<file path="src/rtl/redirect_ctl.sv">
`default_nettype none
// +----------------------------------------------------------------------------+
// | redirect_ctl : sequences trap / branch / fence.i redirects into fetch,    |
// |                draining outstanding requests and invalidating the icache. |
// | Revision     : 1.0                                                        |
// +----------------------------------------------------------------------------+
module redirect_ctl #(
  parameter int MAX_OUT = 2
) (
  input  logic        clk,
  input  logic        rst_n,
  input  logic        trap_en,
  input  logic [63:0] trap_pc,
  input  logic        bj_en,
  input  logic [63:0] bj_pc,
  input  logic        fencei_en,
  input  logic [63:0] fencei_pc,
  input  logic        fetch_req_fire,
  input  logic        fetch_rsp_valid,
  input  logic        icache_inv_ack,
  output logic        redir_en,
  output logic [63:0] redir_pc,
  output logic        fetch_hold,
  output logic        rsp_kill,
  output logic        icache_inv_req,
  output logic        busy
);

  localparam int CNT_W = (MAX_OUT < 1) ? 1 : $clog2(MAX_OUT + 1);
  localparam logic [CNT_W-1:0] CNT_MAX = CNT_W'(MAX_OUT);

  localparam logic [1:0] S_IDLE  = 2'd0;
  localparam logic [1:0] S_DRAIN = 2'd1;
  localparam logic [1:0] S_INV   = 2'd2;
  localparam logic [1:0] S_ISSUE = 2'd3;

  logic [1:0]       state;
  logic [1:0]       state_nxt;
  logic [CNT_W-1:0] out_cnt;
  logic [CNT_W-1:0] cnt_nxt;
  logic [63:0]      pend_pc;
  logic [63:0]      pend_pc_nxt;
  logic             pend_inv;
  logic             pend_inv_nxt;
  logic             any_redir;
  logic             accept;
  logic [63:0]      sel_pc;
  logic             sel_inv;
  logic [1:0]       route;

  // Outstanding-request counter: saturating, never underflows.
  always_comb begin
    cnt_nxt = out_cnt;
    if (fetch_req_fire && !fetch_rsp_valid) begin
      if (out_cnt != CNT_MAX) cnt_nxt = out_cnt + 1'b1;
    end else if (!fetch_req_fire && fetch_rsp_valid) begin
      if (out_cnt != '0) cnt_nxt = out_cnt - 1'b1;
    end
  end

  always_comb begin
    any_redir = trap_en | bj_en | fencei_en;
    sel_pc    = fencei_pc;
    sel_inv   = 1'b1;
    if (trap_en) begin
      sel_pc  = trap_pc;
      sel_inv = 1'b0;
    end else if (bj_en) begin
      sel_pc  = bj_pc;
      sel_inv = 1'b0;
    end
  end

  // Outside IDLE only a trap may retarget; bj/fence.i there are wrong-path.
  always_comb begin
    accept       = (state == S_IDLE) ? any_redir : trap_en;
    pend_pc_nxt  = accept ? sel_pc  : pend_pc;
    pend_inv_nxt = accept ? sel_inv : pend_inv;
    if (cnt_nxt != '0)     route = S_DRAIN;
    else if (pend_inv_nxt) route = S_INV;
    else                   route = S_ISSUE;
  end

  always_comb begin
    state_nxt = state;
    case (state)
      S_IDLE:  if (any_redir) state_nxt = route;
      S_DRAIN: state_nxt = route;
      S_INV:   if (icache_inv_ack) state_nxt = S_ISSUE;
      S_ISSUE: state_nxt = trap_en ? route : S_IDLE;
      default: state_nxt = S_IDLE;
    endcase
  end

  always_ff @(posedge clk or negedge rst_n) begin
    if (!rst_n) begin
      state    <= S_IDLE;
      out_cnt  <= '0;
      pend_pc  <= '0;
      pend_inv <= 1'b0;
    end else begin
      state    <= state_nxt;
      out_cnt  <= cnt_nxt;
      pend_pc  <= pend_pc_nxt;
      pend_inv <= pend_inv_nxt;
    end
  end

  // Outputs decode from state so an asynchronous reset clears them at once.
  always_comb begin
    busy           = (state != S_IDLE);
    fetch_hold     = busy | any_redir;
    rsp_kill       = fetch_hold;
    icache_inv_req = (state == S_INV);
    redir_en       = (state == S_ISSUE) & ~trap_en;
    redir_pc       = redir_en ? pend_pc : 64'd0;
  end

endmodule
`default_nettype wire

</file>
<file path="config.mk">
export PLATFORM = sky130hd
export DESIGN_NAME = redirect_ctl
export DESIGN_NICKNAME = d
export VERILOG_FILES = /design/src/rtl/redirect_ctl.sv
export SDC_FILE = /design/constraint.sdc
export NUM_CORES = 1
export LEC_CHECK = 0
export ABC_AREA = 1
export CELL_PAD_IN_SITES_DETAIL_PLACEMENT = 1
export CELL_PAD_IN_SITES_GLOBAL_PLACEMENT = 1
export CORE_UTILIZATION = 26
export DETAILED_ROUTE_END_ITERATION = 6
export PLACE_DENSITY = 0.82
export RECOVER_POWER = 100
export SLEW_MARGIN = 15
export SYNTH_ARGS = -nofsm -noshare
export SYNTH_HDL_FRONTEND = slang
export SYNTH_SLANG_ARGS = --single-unit
</file>
<file path="constraint.sdc">
create_clock -name clk -period 1.8 [get_ports clk]
set_clock_uncertainty 0.15 [all_clocks]
set_input_delay 0.36 -clock clk [delete_from_list [all_inputs] [get_ports clk]]
set_output_delay 0.36 -clock clk [all_outputs]
set_load 0.02 [all_outputs]
</file>
==> flow_metrics.tcl, run 1 <==
set metrics [dict create \
    clock_sinks 69 \
    synth-xor-area-share 0 \
    r2r-start "state[1]" \
    wl_um 20000 \
    drt-vias-per-instance 4.60 \
    area.growth.synth_to_final_pct 109 \
    arrival_ns 1.56 \
    critPathCaptureType "primary output" \
    tightest_slew_ns 1.07 \
    finalSetupViolations 125 \
    met1_usage 0.207 \
    path_clk_slew_ns 0.05 \
    synth_compound_area_frac 0.181 \
    clk_latency_ns 0.32 \
    utilization 0.558 \
    fmax_mhz 483 \
    drive_gt1_frac 0.316 \
    synthCells 605 \
    multi_input_area_um2 3130 \
    yosys.cell_types.count 23 \
    syn_area_per_cell_um2 7.61 \
    final-hold-violation-count 0 \
    die_width_um 135 \
    num_vias 5309 \
    wl_per_cell_um 17.3 \
    synth-seq-area-share 0.375 \
    fin_ws_ns -0.268 \
    grtUsageMet2 0.350 \
    syn_area_um2 4610 \
    tns_ns -20.91 \
    fillCellCount 1942 \
    status "finished with violations" \
    reg2reg_slack_ns -0.21 \
    grt_first_pass_wirelength_um 26700 \
    yosys.area_share.simple 0.180 \
    cts_tree "yes" \
    cts-root-buf "clkbuf_16" \
    regArea_um2 1730 \
    core_um2 17300 \
    die_h_um 135 \
    overflow 0 \
    drt-initial-drc-count 127 \
    io_buffers 268 \
    rows 48 \
    cp-endpoint "redir_pc[30]" \
    grt_max_degree 65 \
    rsz0062_at_grt "true" \
    place_congestion 0.726 \
    worstPathRequired_ns 1.29 \
    drtPass1Iterations 4 \
    remaining_drc_errors 0 \
    cap_violations 0 \
    critical_path_peak_fanout 10 \
    ir_drop_v 0.000592 \
    fin_crit_ns 2.07 \
    antenna_found_initial 1 \
    critPathKind "register to primary output" \
    synth_top_family_by_area "compound AO/OA/AOI/OAI gates" \
    leakage_nw 4.29 \
    finalPower_w 0.00945 \
    cts_htree_levels 3 \
    crit_start "state[0]" \
    synth_mux_area_frac 0.139 \
    ios 269 \
    ys_warn_count 0 \
    postPlaceCellArea_um2 8100 \
    clk_path_buf_depth 2 \
    nNetsFinal 1126 \
    min_path_type "register to register" \
    syn-num-nets 808 \
    holdPathStages 2 \
    die_area_um2 18300 \
    reg2reg_to "pend_pc[19]" \
    final_antenna_net_count 0 \
    period_share 1.15 \
    relSlewSlack 0.286 \
    startpoint_type "register" \
    start_util 0.266 \
    yosys_register_bits 69 \
    final_cells 1153 \
    failed_checks "negative setup slack" \
    synth_adder_area_share 0.00815 \
    drv_slew 0 \
    grt_pass1_vias 5372 \
    dp_hpwl_um 12800 \
    dp.cells 1083 \
    ff2ff_path_depth 12 \
    power.density_nw_per_um2 980 \
    stdcell_area_um2 9640 \
    numCtsBuffers 9 \
    met3_usage 0.0458 \
    track_usage 0.188 \
    busiest_layer "met2" \
]
[power by group]
group          internal [W]  switching (W)
combinational       0.00274        0.00268
sequential          0.00207       0.000353
clock              0.000959       0.000643
total               0.00577        0.00368
[cell type report]
| type | count | area share |
|---|---|---|
| antenna | 1 | 0.000260 |
| clock buffer | 13 | 0.0260 |
| clock inverter | 2 | 0.00104 |
| inverter | 78 | 0.0311 |
| multi-input combinational | 418 | 0.325 |
| sequential | 69 | 0.179 |
| tap | 225 | 0.0292 |
| timing repair buffer | 347 | 0.409 |
[cells in the mapped netlist]
master / instances / share of area
a21boi_0: 1 / 0.0016
a21oi_1: 2 / 0.0022
a21oi_2: 1 / 0.0019
buf_1: 1 / 0.00081
buf_2: 7 / 0.0076
buf_4: 3 / 0.0049
buf_6: 9 / 0.022
clkbuf_1: 20 / 0.016
clkbuf_2: 2 / 0.0022
dfrtp_1: 69 / 0.37
ha_1: 3 / 0.0081
inv_1: 77 / 0.063
inv_2: 1 / 0.00081
mux2i_1: 64 / 0.14
nand2_1: 142 / 0.12
nand3_1: 3 / 0.0033
nand3_2: 1 / 0.0022
nand3b_1: 1 / 0.0016
nor2_1: 67 / 0.055
nor2_2: 2 / 0.0027
o21a_1: 64 / 0.10
o21ai_0: 25 / 0.027
o21ai_1: 40 / 0.043
[placed cells by master, fill, tap and decap left out, drive strengths merged]
cell type	n
buf	136
clkdlybuf4s50	195
inv	78
nand3	4
dlygate4sd3	2
nand2	144
clkinv	2
o21a	64
mux2i	64
nand3b	1
clkbuf	27
a21oi	3
dfrtp	69
nor2	69
ha	3
o21ai	65
diode	1
a21boi	1
[logic make-up (layout without fill, tap and decap cells)]
kind of cell             Yosys count  count (layout)
buffers and inverters            120             440
multiplexers                      64              64
flip-flops                        69              69
adder cells (fa/ha/maj)            3               3
AO/OA/AOI/OAI                    133             133
AND/OR/NAND/NOR                  216             218
other                              0               1
[per-stage QoR]
stage | worst slack [ns] | hold slack, ns
2_1_floorplan | 0.0528 | -0.0856
3_3_place_gp | -0.480 | 0.226
3_5_place_dp | -0.505 | 0.231
4_1_cts | -0.278 | 0.337
5_1_grt | -0.334 | 0.360
6_report | -0.268 | 0.331
[routing by layer]
layer	vias up	part of all wire
met2	154	0.54
met4	0	0.015
li1	2569	-
met5	-	0
met1	2566	0.40
met3	20	0.051
[registers in the layout (all words and copies together), names as in the netlist]
| register | cells |
|---|---|
| pend_pc | 64 |
| state | 2 |
| out_cnt | 2 |
| pend_inv | 1 |
[worst min path at each step]
stage,startpoint,endpoint,slack (ns)
detailed placement,rst_n,pend_pc[56],0.23
global route,pend_pc[30],pend_pc[30],0.36
global placement,rst_n,pend_pc[54],0.23
floorplan,rst_n,out_cnt[0],-0.09
CTS,pend_pc[35],pend_pc[35],0.34
finish,pend_pc[30],pend_pc[30],0.33
[repair_timing]
item                                   CTS  global route
setup endpoints to repair               67           132
endpoints found under the hold margin   34             0
hold buffers                             1             0
cloned                                   0            24
pin swaps                                2            15
setup buffers                           19            10
gates resized for setup                417           128
[worst max-delay path, stage by stage, from the launching register on]
cell and delay [ns]:
dfrtp_1 0.38, inv_2 0.06, nor2_4 0.17, inv_8 0.10, buf_16 0.17, buf_6 0.14, nor2_4 0.08, buf_6 0.12
(Power assumes the default switching activity.)
==> run 2: changes to the inputs <==
--- a/config.mk
+++ b/config.mk
@@ -6,6 +6,7 @@
 export NUM_CORES = 1
 export LEC_CHECK = 0
 export ABC_AREA = 1
+export CAP_MARGIN = 10
 export CELL_PAD_IN_SITES_DETAIL_PLACEMENT = 1
 export CELL_PAD_IN_SITES_GLOBAL_PLACEMENT = 1
 export CORE_UTILIZATION = 26
==> results of run 2 <==
No change in the layout: final DEF, timing and power equal those of run 1.
==> run 3: changes to the inputs <==
--- a/config.mk
+++ b/config.mk
@@ -11,6 +11,7 @@
 export CELL_PAD_IN_SITES_GLOBAL_PLACEMENT = 1
 export CORE_UTILIZATION = 26
 export DETAILED_ROUTE_END_ITERATION = 6
+export MAX_ROUTING_LAYER = met4
 export PLACE_DENSITY = 0.82
 export RECOVER_POWER = 100
 export SLEW_MARGIN = 15
==> flow_metrics.tcl, run 3 (synthesis results as in run 1) <==
set metrics [dict create \
    regArea_um2 1730 \
    whs_ns 0.330 \
    path_clk_slew_ns 0.05 \
    area.growth.synth_to_final_pct 110 \
    drive_gt1_frac 0.334 \
    final-hold-violation-count 0 \
    dp_hpwl_um 12800 \
    ir_drop_v 0.000569 \
    wl_um 20400 \
    failed_checks "negative setup slack" \
    largest_reg_flops 64 \
    clk_path_buf_depth 2 \
    tightest_slew_ns 1.06 \
    cap_violations 0 \
    clock_sinks 69 \
    drv_slew 0 \
    reg.largest.list "pend_pc x64, out_cnt x2, state x2" \
    grt_pass1_vias 5371 \
    r2r-start "state[1]" \
    numCtsBuffers 9 \
    critPathKind "register to primary output" \
    grt_max_degree 65 \
    fin_ws_ns -0.277 \
    pre_cts_slack_ns -0.505 \
    drtPass1Iterations 4 \
    drt-vias-per-instance 4.66 \
    multi_input_area_um2 3170 \
    critical_path_peak_fanout 10 \
    final_cell_mix "195 x clkdlybuf4s50_1, 112 x nand2_1, 92 x buf_6" \
    finalSetupViolations 128 \
    core_um2 17300 \
    largest_register "pend_pc" \
    place_congestion 0.734 \
    clk_latency_ns 0.32 \
    worstPathRequired_ns 1.29 \
    drt-initial-drc-count 157 \
    nNetsFinal 1128 \
    num_vias 5378 \
    power.density_nw_per_um2 983 \
    track_usage 0.193 \
    utilization 0.560 \
    cts-root-buf "clkbuf_16" \
    reg2reg_to "pend_pc[9]" \
    cts_htree_levels 3 \
    critPathCaptureType "primary output" \
    status "finished with violations" \
    grt_first_pass_wirelength_um 26600 \
    crit_start "state[1]" \
    fillCellCount 1934 \
    fin_crit_ns 2.08 \
    io_buffers 268 \
    finalPower_w 0.00952 \
    layout_commonest_cell "clkdlybuf4s50_1" \
    reg2reg_slack_ns -0.25 \
    rows 48 \
    startpoint_type "register" \
    leakage_nw 4.31 \
    antenna_found_initial 1 \
    ff2ff_path_depth 12 \
    start_util 0.266 \
    period_share 1.15 \
    final_antenna_net_count 0 \
    wl_per_cell_um 17.6 \
    die_area_um2 18300 \
    cts_tree "yes" \
    remaining_drc_errors 0 \
    fmax_mhz 481 \
    ios 269 \
    die_h_um 135 \
    cp-endpoint "redir_pc[30]" \
    relSlewSlack 0.292 \
    arrival_ns 1.57 \
    min_path_type "register to register" \
    rsz0062_at_grt "true" \
    tns_ns -21.87 \
    die_width_um 135 \
    overflow 0 \
]
run 3: worst min path at each step:
stage,depth (start not counted),to,start
after floorplan,0,out_cnt[0],rst_n
final,2,pend_pc[30],pend_pc[30]
after CTS,2,pend_pc[35],pend_pc[35]
after global placement,1,pend_pc[54],rst_n
after global routing,2,pend_pc[30],pend_pc[30]
after detailed placement,1,pend_pc[56],rst_n
run 3: repair_timing:
item | in CTS | in global routing
setup endpoints to repair | 67 | 132
resized for setup | 417 | 142
hold buffers | 1 | 0
setup buffers | 19 | 11
pin swaps | 2 | 21
cloned | 0 | 25
endpoints found under the hold margin | 34 | 0
run 3: cell type report:
class	count	share of cell area
antenna	1	0.000258
clock buffer	13	0.0258
clock inverter	2	0.00103
inverter	78	0.0310
multi-input combinational	418	0.327
sequential	69	0.178
tap	225	0.0290
timing repair buffer	349	0.408
run 3: critical path, stage by stage, from the launching register on:
cell	delay (ns)
dfrtp_1	0.38
nand2_2	0.09
nor2_4	0.15
inv_8	0.10
buf_16	0.17
buf_6	0.14
nor2_4	0.08
buf_6	0.12
run 3: power breakdown:
part / leakage, nW / switching [W] / internal [W]
sequential: 0.847 / 0.000357 / 0.00208
combinational: 3.33 / 0.00274 / 0.00276
clock: 0.129 / 0.000630 / 0.000959
run 3: stage by stage:
stage,cell area [um^2],std cells
3_3_place_gp,8100,1083
3_5_place_dp,8100,1083
4_1_cts,8680,1118
2_1_floorplan,5090,605
6_report,9690,1155
5_1_grt,9690,1155
run 3: routing by layer:
metal / track usage / part of all wire
met1: 0.213 / 0.39
met4: 0.0581 / 0.018
met3: 0.0390 / 0.048
met5: - / 0
met2: 0.349 / 0.54
==> variant (flow settings as in run 3) <==
Set the parameter `MAX_OUT` to 4 (it was 2).
--- a/src/rtl/redirect_ctl.sv
+++ b/src/rtl/redirect_ctl.sv
@@ -5,7 +5,7 @@
 // | Revision     : 1.0                                                        |
 // +----------------------------------------------------------------------------+
 module redirect_ctl #(
-  parameter int MAX_OUT = 2
+  parameter int MAX_OUT = 4
 ) (
   input  logic        clk,
   input  logic        rst_n,
Function: changed (Yosys sat finds a counterexample within 10 cycles, from zero or initial values and one cycle with rst_n low).
==> variant against run 3 <==
  * The run still ends with negative setup slack left
  * Sequential cell count increased by 1
  * Area after synthesis increased by 3.2%
  * Global-route usage decreased by 2.0 points
  * Count of clock-buffer cells in the layout unchanged
  * Non-clock buffer count decreased by 37
  * First-iteration DRC count decreased by 29%
  * Combinational power decreased by 35%
  * Setup slack improved by 0.073 ns
  * Design area decreased by 12%
  * Power decreased by 20%
  * Hold slack got worse by 0.0015 ns
  * Critical path type unchanged
  * Synthesized cell count increased by 2.0%
  * Routed wire length decreased by 13%
==> variant: results (changes against run 3) <==
worst reg2reg setup slack=-0.05 ns (was -0.25 ns); post-synthesis async set-or-reset flop share=100% (unchanged); Clk pin slew, worst setup/hold paths=0.05 ns (about the same); Tot GR Track Use=17.4% (was 19.3%); Num CTS Buffers=9 (unchanged); initial antenna violation count=0 (was 1); Distinct cells, synth=24 (was 23); Worst Setup EP=redir_pc[47] (was redir_pc[30]); TritonRoute pass-1 iters=4 (unchanged); worst setup margin=-0.204 ns (was -0.277 ns); antenna diode count=0 (was 1); clk root buf=clkbuf_16 (unchanged); H-tree depth=3 (unchanged); ys flop type=dfrtp_1 (unchanged); WL met3=795 um (was 979 um); top routing layer used=met4 (unchanged); Peak supply drop=0.000457 V (was 0.000569 V); Leak=3.89 nW (was 4.31 nW); r2r startpoint=state[0] (was state[1]); status=complete, but fails checks (unchanged); synth warn=0 (unchanged); endpoints failing setup=87 (was 128); Final GP Congestion=0.762 (was 0.734); WL met2=9370 um (was 11000 um); met1 WL=7290 um (was 7990 um); clk buf depth=2 (unchanged); Routed Antenna Nets=0 (unchanged); clk_lat worst skew=roughly 0.33 ns; CP max FO=28 (was 10); Place WS=-0.482 ns (was -0.505 ns); largest net degree at the start of global routing=71 (was 65); critical path arrival=1.49 ns (was 1.57 ns); Hold Crit Class=reg -> reg (unchanged); headroom to the max-slew limit=38.6% (was 29.2%); Final Net Count=1102 (was 1128); most frequent cells after synthesis=nand2_1, inv_1, dfrtp_1, nor2_1 (unchanged); vias in the first global route=5057 (was 5371); global-route wire length before repair=24500 um (was 26600 um); Buffers on Ports=268 (unchanged); via count=5118 (was 5378); dominant cells by area after synthesis=dfrtp_1, mux2i_1, nand2_1 (unchanged); initial DRC count=111 (was 157); HPWL Detailed=12400 um (was 12800 um); Mapped Nets=820 (was 808); Layout fillers=2110 (was 1934); Regs by FF count=pend_pc (64), out_cnt (3), state (2) (was pend_pc (64), out_cnt (2), state (2)); total wire length=17700 um (was 20400 um); R2R depth=8 (was 12); CP startpoint=state[1] (unchanged); grt total ovfl=0 (unchanged); failing checks=negative setup slack (unchanged); Worst R2R End=pend_pc[51] (was pend_pc[9]); layout cell share with drive strength beyond 1=23.1% (was 33.4%); sequential share of the synthesized area=36.9% (was 37.5%)
variant: critical path, stage by stage, from the launching register on:
cell	delay, ns
dfrtp_1	0.39
nand2_2	0.10
nor2_4	0.12
inv_4	0.08
buf_12	0.17
nor2_2	0.13
buf_6	0.13
variant: metrics by stage:
step                      instances  util [%]  area [um2]  setup TNS (ns)  power [mW]
final                          1131      47.4        8510          -11.47        7.65
after CTS                      1110      44.1        7920          -10.77        7.02
after global placement         1095      43.0        7730          -36.46        5.21
after global routing           1131      47.4        8510          -20.89        8.20
after detailed placement       1095      43.0        7730          -38.98        5.30
after floorplan                 617         -        4760           -4.15        4.02
variant: power breakdown:
group | internal (mW) | total (mW) | switching, mW | leakage [nW]
clock | 1.03 | 1.67 | 0.640 | 0.138
combinational | 1.73 | 3.55 | 1.82 | 2.90
sequential | 2.12 | 2.44 | 0.318 | 0.859
variant: worst min-delay path by stage:
stage                startpoint           to  slack, ns  depth (start not counted)
floorplan                 rst_n   out_cnt[0]      -0.09                          0
global placement          rst_n   pend_pc[5]       0.26                          2
detailed placement        rst_n   pend_pc[5]       0.25                          2
CTS                     trap_en     pend_inv       0.31                          4
global route            trap_en     pend_inv       0.33                          4
finish              pend_pc[25]  pend_pc[25]       0.33                          2
variant: metal layers:
layer | up-vias | global-route usage, %
met2 | 153 | 30.8
met3 | 18 | 2.83
met4 | 0 | 6.11
met5 | - | -
met1 | 2420 | 19.7
li1 | 2527 | -
variant: cells by family after synthesis:
logic type / Yosys count / synth area share (%)
fa+ha+maj: 3 / 0.790
mux: 64 / 13.5
simple gates: 224 / 18.7
flops: 70 / 36.9
compound gates: 135 / 18.6
buf+inv: 121 / 11.6
variant: timing repair:
item / in CTS / in global routing
cloned: 0 / 12
setup endpoints to repair: 71 / 124
setup buffers: 0 / 9
endpoints found under the hold margin: 70 / 0
resized for setup: 357 / 93
hold buffers: 1 / 0
variant: cell type report:
| cell class | count | share of cell area, % |
|---|---|---|
| Inverter | 79 | 3.51 |
| Clock buffer | 13 | 3.18 |
| Clock inverter | 1 | 0.0588 |
| Tap cell | 229 | 3.37 |
| Multi-Input combinational cell | 427 | 31.4 |
| Sequential cell | 70 | 20.6 |
| Timing Repair Buffer | 312 | 37.9 |
